[src/rtl/reg_file_mp.sv]
// Multi-read-port register file with write-destination/source select, optional write-to-read bypass and a bulk-clear engine.
// Latency: reads are combinational, writes commit at the next rising edge, and a clear occupies DEPTH-1 cycles.
// Backpressure: there is none; a write arriving while the clear engine is busy is dropped and flagged on wr_drop one cycle later.
module reg_file_mp #(
  parameter int DATA_W = 32,
  parameter int ADDR_W = 5,
  parameter int NUM_RD = 2,
  parameter bit BYPASS = 1'b1
) (
  input  logic                     CLK,
  input  logic                     RST,
  input  logic                     clr_req,
  output logic                     busy,
  input  logic                     wr_en,
  input  logic [1:0]               wr_sel,
  input  logic                     wr_src,
  input  logic [ADDR_W-1:0]        rt,
  input  logic [ADDR_W-1:0]        rd,
  input  logic [DATA_W-1:0]        wr_data,
  input  logic [DATA_W-1:0]        pc,
  input  logic [NUM_RD*ADDR_W-1:0] rd_addr,
  output logic [NUM_RD*DATA_W-1:0] rd_data,
  output logic                     wr_drop
);

  localparam int DEPTH = 2 ** ADDR_W;
  localparam logic [ADDR_W-1:0] LINK_IDX = ADDR_W'(DEPTH - 1);

  typedef enum logic {IDLE, CLEAR} stateT;

  stateT              state, stateNext;
  logic [ADDR_W-1:0]  clrIdx;
  logic [DATA_W-1:0]  regs [DEPTH];
  logic [ADDR_W-1:0]  wrAddr;
  logic [DATA_W-1:0]  wrVal;
  logic               wrEff;
  logic               wrCommit;

  always_comb begin
    wrAddr = '0;
    case (wr_sel)
      2'b00:   wrAddr = LINK_IDX;
      2'b01:   wrAddr = rt;
      2'b10:   wrAddr = rd;
      default: wrAddr = '0;
    endcase
  end

  assign wrVal    = wr_src ? wr_data : pc + DATA_W'(4);
  assign wrEff    = wr_en && (wr_sel != 2'b11) && (wrAddr != '0);
  assign wrCommit = wrEff && (state == IDLE);
  assign busy     = (state == CLEAR);

  always_comb begin
    stateNext = state;
    case (state)
      IDLE:    if (clr_req) stateNext = CLEAR;
      CLEAR:   if (clrIdx == LINK_IDX) stateNext = IDLE;
      default: stateNext = IDLE;
    endcase
  end

  always_ff @(posedge CLK) begin
    if (RST) begin
      state   <= IDLE;
      clrIdx  <= ADDR_W'(1);
      wr_drop <= 1'b0;
    end else begin
      state   <= stateNext;
      wr_drop <= wrEff && (state == CLEAR);
      if (state == CLEAR)
        clrIdx <= (clrIdx == LINK_IDX) ? ADDR_W'(1) : clrIdx + ADDR_W'(1);
    end
  end

  // The clear engine and the write port never touch the array in the same cycle.
  always_ff @(posedge CLK) begin
    if (RST) begin
      for (int i = 0; i < DEPTH; i++) regs[i] <= '0;
    end else if (state == CLEAR) begin
      regs[clrIdx] <= '0;
    end else if (wrCommit) begin
      regs[wrAddr] <= wrVal;
    end
  end

  always_comb begin
    rd_data = '0;
    for (int k = 0; k < NUM_RD; k++) begin
      if (rd_addr[k*ADDR_W +: ADDR_W] == '0)
        rd_data[k*DATA_W +: DATA_W] = '0;
      else if (BYPASS && wrCommit && (rd_addr[k*ADDR_W +: ADDR_W] == wrAddr))
        rd_data[k*DATA_W +: DATA_W] = wrVal;
      else
        rd_data[k*DATA_W +: DATA_W] = regs[rd_addr[k*ADDR_W +: ADDR_W]];
    end
  end

endmodule

[config.mk]
export PLATFORM = sky130hd
export DESIGN_NAME = reg_file_mp
export DESIGN_NICKNAME = d
export VERILOG_FILES = /design/src/rtl/reg_file_mp.sv
export SDC_FILE = /design/constraint.sdc
export NUM_CORES = 2
export LEC_CHECK = 0
export ABC_AREA = 0
export BUFFER_PORTS_ARGS = -buffer_cell sky130_fd_sc_hd__buf_2
export CAP_MARGIN = 30
export CELL_PAD_IN_SITES_DETAIL_PLACEMENT = 1
export CELL_PAD_IN_SITES_GLOBAL_PLACEMENT = 2
export CORE_MARGIN = 4
export CORE_UTILIZATION = 45
export DETAILED_ROUTE_END_ITERATION = 12
export GPL_ROUTABILITY_DRIVEN = 0
export PLACE_DENSITY_LB_ADDON = 0.1
export SLEW_MARGIN = 15
export SYNTH_ARGS = -nofsm -noshare
export SYNTH_HDL_FRONTEND = slang
export SYNTH_SLANG_ARGS = --single-unit
[constraint.sdc]
create_clock -name CLK -period 4.7 [get_ports CLK]
set_clock_uncertainty 0.1 [all_clocks]
set_input_delay 0 -clock CLK [delete_from_list [all_inputs] [get_ports CLK]]
set_output_delay 0 -clock CLK [all_outputs]
set_load 0.01 [all_outputs]
# --- After elaboration in Yosys (flattened, before gate mapping) ---
# Memory sizes are Yosys's and may differ from the RTL's.
# Cells that the tools add are included.
op_classes:
  n_addsub: 2
  eq_ne: 6
  mux: 25
  n_bitwise: 1
  reduce_logical: 12
op_table:
  columns: ["operator", "count"]
  rows:
  - ["2-to-1 mux 32 bit", 7]
  - ["OR reduction 32 bit", 2]
  - ["adder 32 x 3 -> 32 bit, second input constant", 1]
  - ["2-to-1 mux 5 bit", 3]
  - ["one-hot mux 5 bit (3 select lines)", 1]
  - ["2-to-1 mux 1 bit", 13]
  - ["== test 5 bit", 2]
  - ["zero test 5 bit", 2]
  - ["logical AND 1 bit", 6]
  - ["adder 5 x 1 -> 5 bit, second input constant", 1]
  - ["== test 5 bit, second input constant", 1]
  - ["nonzero test 5 bit", 1]
  - ["== test 2 x 1 -> 1 bit, second input constant", 1]
  - ["== test 2 bit, second input constant", 1]
  - ["zero test 2 bit", 1]
  - ["!= test 2 bit, second input constant", 1]
  - ["one-hot mux 1 bit (2 select lines)", 1]
  - ["inverter 1 bit", 1]
totals:
  ff_bits: 7
  ram_bits: 1024
  in_bits: 91
  elab_cells: 50
  memories: 1
mem_list:
  columns: ["memory", "words", "width", "read_ports", "rd_clocked_by_memory_dff", "write_ports", "line", "rtl"]
  rows:
  - ["regs", 32, 32, 2, 0, 32, "33", "logic [DATA_W-1:0] regs [DEPTH];"]

# --- Depth between registers and ports, before layout ---
logic_depth:
  word_depth: 11
  ltp_mapped: 11

# --- Worst setup path after synthesis ---
# Ideal clock, no wire load.
synth_path:
  kind: "register -> register"
  from: "reg state (netlist: busy)"
  to: "mem regs[28][0], enable pin"
  arrival_time_ns: 2.911
  required_time_ns: 4.179
  slack_ns: 1.268
  stages_incl_launch_ff: 7
  period_less_slack_ns: 3.432
  path_cell_list: "dfxtp_1 > nor2_1 > a31oi_2 > clkbuf_1 > and3_1 > a211oi_1 > nor2_1"
synth_lines:
  columns: ["item", "line", "rtl"]
  rows:
  - ["start, declared", "31", "stateT state, stateNext;"]
  - ["start signal, assigned", "69", "state <= stateNext;"]
  - ["end, declared", "33", null]

# --- Final worst setup path ---
layout_path:
  from: "reg state (netlist: busy)"
  to: "out rd_data[39]"
layout_via:
  elab_chain_cells: 5
layout_lines:
  columns: ["item", "line", "rtl"]
  rows:
  - ["inverter 1 bit", "51", "assign wrCommit = wrEff && (state == IDLE);"]
  - ["logical AND 1 bit", "51", null]
  - ["logical AND 1 bit", "92", "else if (BYPASS && wrCommit && (rd_addr[k*ADDR_W +: ADDR_W] == wrAddr))"]
  - ["2-to-1 mux 32 bit", "92", null]
  - ["2-to-1 mux 32 bit", "90", "if (rd_addr[k*ADDR_W +: ADDR_W] == '0)"]
  - ["end, declared", "22", "output logic [NUM_RD*DATA_W-1:0] rd_data,"]
# No other way between the ends.

==> impl_summary.md <==
Outcome
The flow ran to the end, and the final reports show no timing, DRC or antenna violations.

Setup path
The length in cells of the worst reg-to-reg path is 7. The worst setup path is captured at a primary output. The data arrival time at the worst-slack endpoint is 3860 ps. The most frequent cell on the critical path is sky130_fd_sc_hd__buf_4.

The type of origin of the critical path is a flop. The critical setup path kind is flop to primary output. The cell with the largest stage delay on the worst path is sky130_fd_sc_hd__buf_4.

STA puts the critical path data required time at 4600 ps. The highest fanout seen on the critical path is 29. The delay of the slowest critical-path stage is 610 ps. Walking the worst path, the cells encountered are a2111oi_2, a31o_2, buf_4, and2_1, buf_4, a211oi_1, buf_2.

Final layout
The final layout contains 4575 nets. The area growth from synthesis to layout is 13.8%. The fraction of final layout cells with drive strength greater than 1 is 22.8%.

The core occupancy in the finished layout is 51.5%. The finished cells cover 0.0636 sq mm.

Yosys
The sequential area share after synthesis is 55.3%. The commonest cells after synthesis are sky130_fd_sc_hd__edfxtp_1 (1024), sky130_fd_sc_hd__nor2_1 (731), sky130_fd_sc_hd__mux4_2 (384), sky130_fd_sc_hd__nor3_1 (376), sky130_fd_sc_hd__nand2_1 (354). The Yosys warning count is 0. The synthesized design spends more area on one cell type than any other, namely sky130_fd_sc_hd__edfxtp_1.

The netlist area before placement is 0.0559 sq mm. The average instance in the mapped netlist occupies 12.7 sq um. Counting flops and latches in the post-synthesis netlist gives 1031.

The cell with the most instances after synthesis is sky130_fd_sc_hd__edfxtp_1. The count of distinct cell types in the synthesized netlist is 67. The synthesized design devotes to its leading area cell type 55.0% of total area. By area the synthesized netlist is led by sky130_fd_sc_hd__edfxtp_1 (55%), sky130_fd_sc_hd__mux4_2 (15%), sky130_fd_sc_hd__mux2i_1 (5.2%). In the synthesized netlist, the number of instances is 4389. Of all flip-flops after synthesis, the portion carrying an async set or reset was 0%.

The synthesized design contains 1024 enable-type register cells. For this run, the leading register cell type out of synthesis is sky130_fd_sc_hd__edfxtp_1.

Power
The cell internal power dissipation is 17.3 mW. The logic gate share of total power is 16.3%. Net switching is 28.0% of the power. The share of total power in sequential cells is 45.7%. The static leakage is 20.9 nW. The total net switching power is 6.72 mW.

The part of the total power dissipated in the clock network is 38.0%. The maximum VDD drop is 311 uV. For this design the ratio of total power to cell area is 377 mW/mm^2.

Drt
In the routed layout, each cell is associated on average with a via count of 6.69. For this block, the routed nets add up to 225 mm of wire. The initial detailed-routing violation count is 4620.

The number of iterations in the first detailed-routing pass is 5. The number of vias after detailed routing is 41600. In the routed design, unresolved DRC markers number 0. Once detail routing completed, the nets flagged for antenna violations numbered 0. After detailed routing, the average wire length per cell comes to 36.1 microns.

CTS
Clock-pin slew was measured on the worst setup and hold paths at 60 ps. The root buffer selected by CTS is sky130_fd_sc_hd__clkbuf_16. In this run the post-CTS setup repair buffer count came out at 0. The number of CTS-inserted buffers is 116. The latest clock arrival within the worst-skew pair is 720 ps.

The CTS sink count is 1031. No sink is reached through more buffers than the 3 on the longest clock path. TritonCTS built the clock tree. The number of H-tree branching levels is 3. Post-CTS repair changed the size of 0 cells.

STA
The number of hold violations in the final report came to 0. The upper clock frequency limit is 252 MHz. At the pin with the least slew margin, the transition time is 1060 ps. Setup violations remaining at the end of the flow were counted as 0. Headroom to the max-slew limit came out at 29.4%. After layout, the worst path uses 84.3% of the clock period. The sum of negative setup slack is 0 ps. Setup repair after global routing left no endpoint under its margin. The total count of max-transition violations in the final report was 0. The time the final worst path needs with I/O delays and setup is 3960 ps. On the final layout, the worst hold slack is 41.8 ps. The worst path meets setup with 739 ps of slack.

Run
Across the run, the number of max-cap violations was 0.

Floorplan
Pin placement for this block handled 157 I/O pins. The core box area is 0.123 sq mm. The floorplan step set the die height to 360 microns.

The die area is 0.130 sq mm. The initial utilization of the core area, before any placement, comes to 45.3%. After floorplanning, the core was divided into 129 placement rows.

The die width is 360 microns.

Hold path
The worst hold path cell count is 6. The worst hold path belongs to the class primary input to flop.

Global routing
The number of antenna violations at the first check in global routing is 9. The via count of the first global-routing pass was 43500. Entering global routing, the biggest net connects 119 pins. The global-route wire length before repair is 319 mm. Global routing used 34.1% of the available tracks. The remaining global-route overflow is 0.

Placed design
The count of input and output buffers is 156. The placed instances occupy a cell area of 0.0595 sq mm. The worst setup slack before clock tree synthesis is 773 ps. The detailed-placement wirelength estimate is 141 mm.
metrics by stage:
step                      cells  power (mW)
after floorplan            4420        13.2
after global placement     5954        14.9
after detailed placement   5963        15.0
after CTS                  6217        24.0
after global routing       6218        24.6
final                      6221        24.0
cell type report:
type | count | area (sq um)
antenna | 3 | 7.51
clock buffer | 141 | 3060
clock inverter | 77 | 684
fill | 12300 | 59900
inverter | 15 | 57.6
multi-input combinational | 2936 | 23800
sequential | 1031 | 30900
tap | 1637 | 2050
timing repair buffer | 381 | 3070
sequential cells by signal, summed over array words and instances, names as in the netlist:
signal	cells
busy	1
regs	1024
wr_drop	1
clrIdx	5
critical path, delay by kind of cell, from the launching register on:
family | cells | cell delay, ps
buf+inv | 3 | 1170
simple gates | 1 | 350
flops | 1 | 440
compound gates | 3 | 1080
cells in the final DEF, fill, tap and decap left out, drive strengths merged, types with 15 or more instances in the layout:
cell type | netlist | final
a211oi | 35 | 35
a21oi | 95 | 95
a22oi | 180 | 180
and3 | 17 | 17
buf | 185 | 345
clkbuf | 253 | 141
clkinv | 0 | 63
conb | 1 | 32
dlygate4sd3 | 0 | 36
edfxtp | 1024 | 1024
inv | 15 | 16
mux2 | 58 | 58
mux2i | 288 | 288
mux4 | 384 | 384
nand2 | 354 | 354
nand2b | 32 | 32
nand3 | 64 | 64
nand4 | 43 | 43
nor2 | 731 | 731
nor2b | 27 | 27
nor3 | 377 | 377
nor3b | 18 | 18
o21ai | 16 | 16
o221ai | 34 | 34
or4 | 15 | 15
power groups by stage:
stage	Clock, mW	Sequential, mW	Combinational [mW]
2_1_floorplan	0	11.1	2.10
3_3_place_gp	0	11.1	3.78
3_5_place_dp	0	11.1	3.83
4_1_cts	9.20	11.0	3.87
5_1_grt	9.59	11.0	4.04
6_report	9.12	11.0	3.90
final timing paths:
check | slack, ps | from | end
worst max-delay path | 740 | busy | rd_data[39]
worst min-delay path | 40 | wr_data[27] | regs[1][27]
worst max register to register | 850 | busy | regs[5][11]
worst min register to register | 460 | clrIdx[0] | clrIdx[0]
layer usage:
metal  routed length [microns]  part of all wire, %  GRT usage, %  up-vias
met2                    109000                   49          56.8     2029
met1                     85200                   38          43.8    21900
li1                          -                    -             -    17100
met3                     18000                  8.0          5.67      493
met5                        44                0.020             0        -
met4                     12100                  5.4          16.1        6
what timing repair did:
action | CTS | global route
hold buffers | 36 | 0
setup endpoints to repair | 0 | 0
endpoints found under the hold margin | 408 | 0
logic make-up after synthesis:
logic type	Yosys count	share of synthesized area [%]
flops	1031	55.3
mux	730	21.8
fa+ha+maj	3	0.0672
simple gates	1714	13.5
xor+xnor	13	0.204
other cells	1	0.00671
buf+inv	453	3.40
compound gates	444	5.73
No activity file was read; power rests on OpenSTA's default activity.
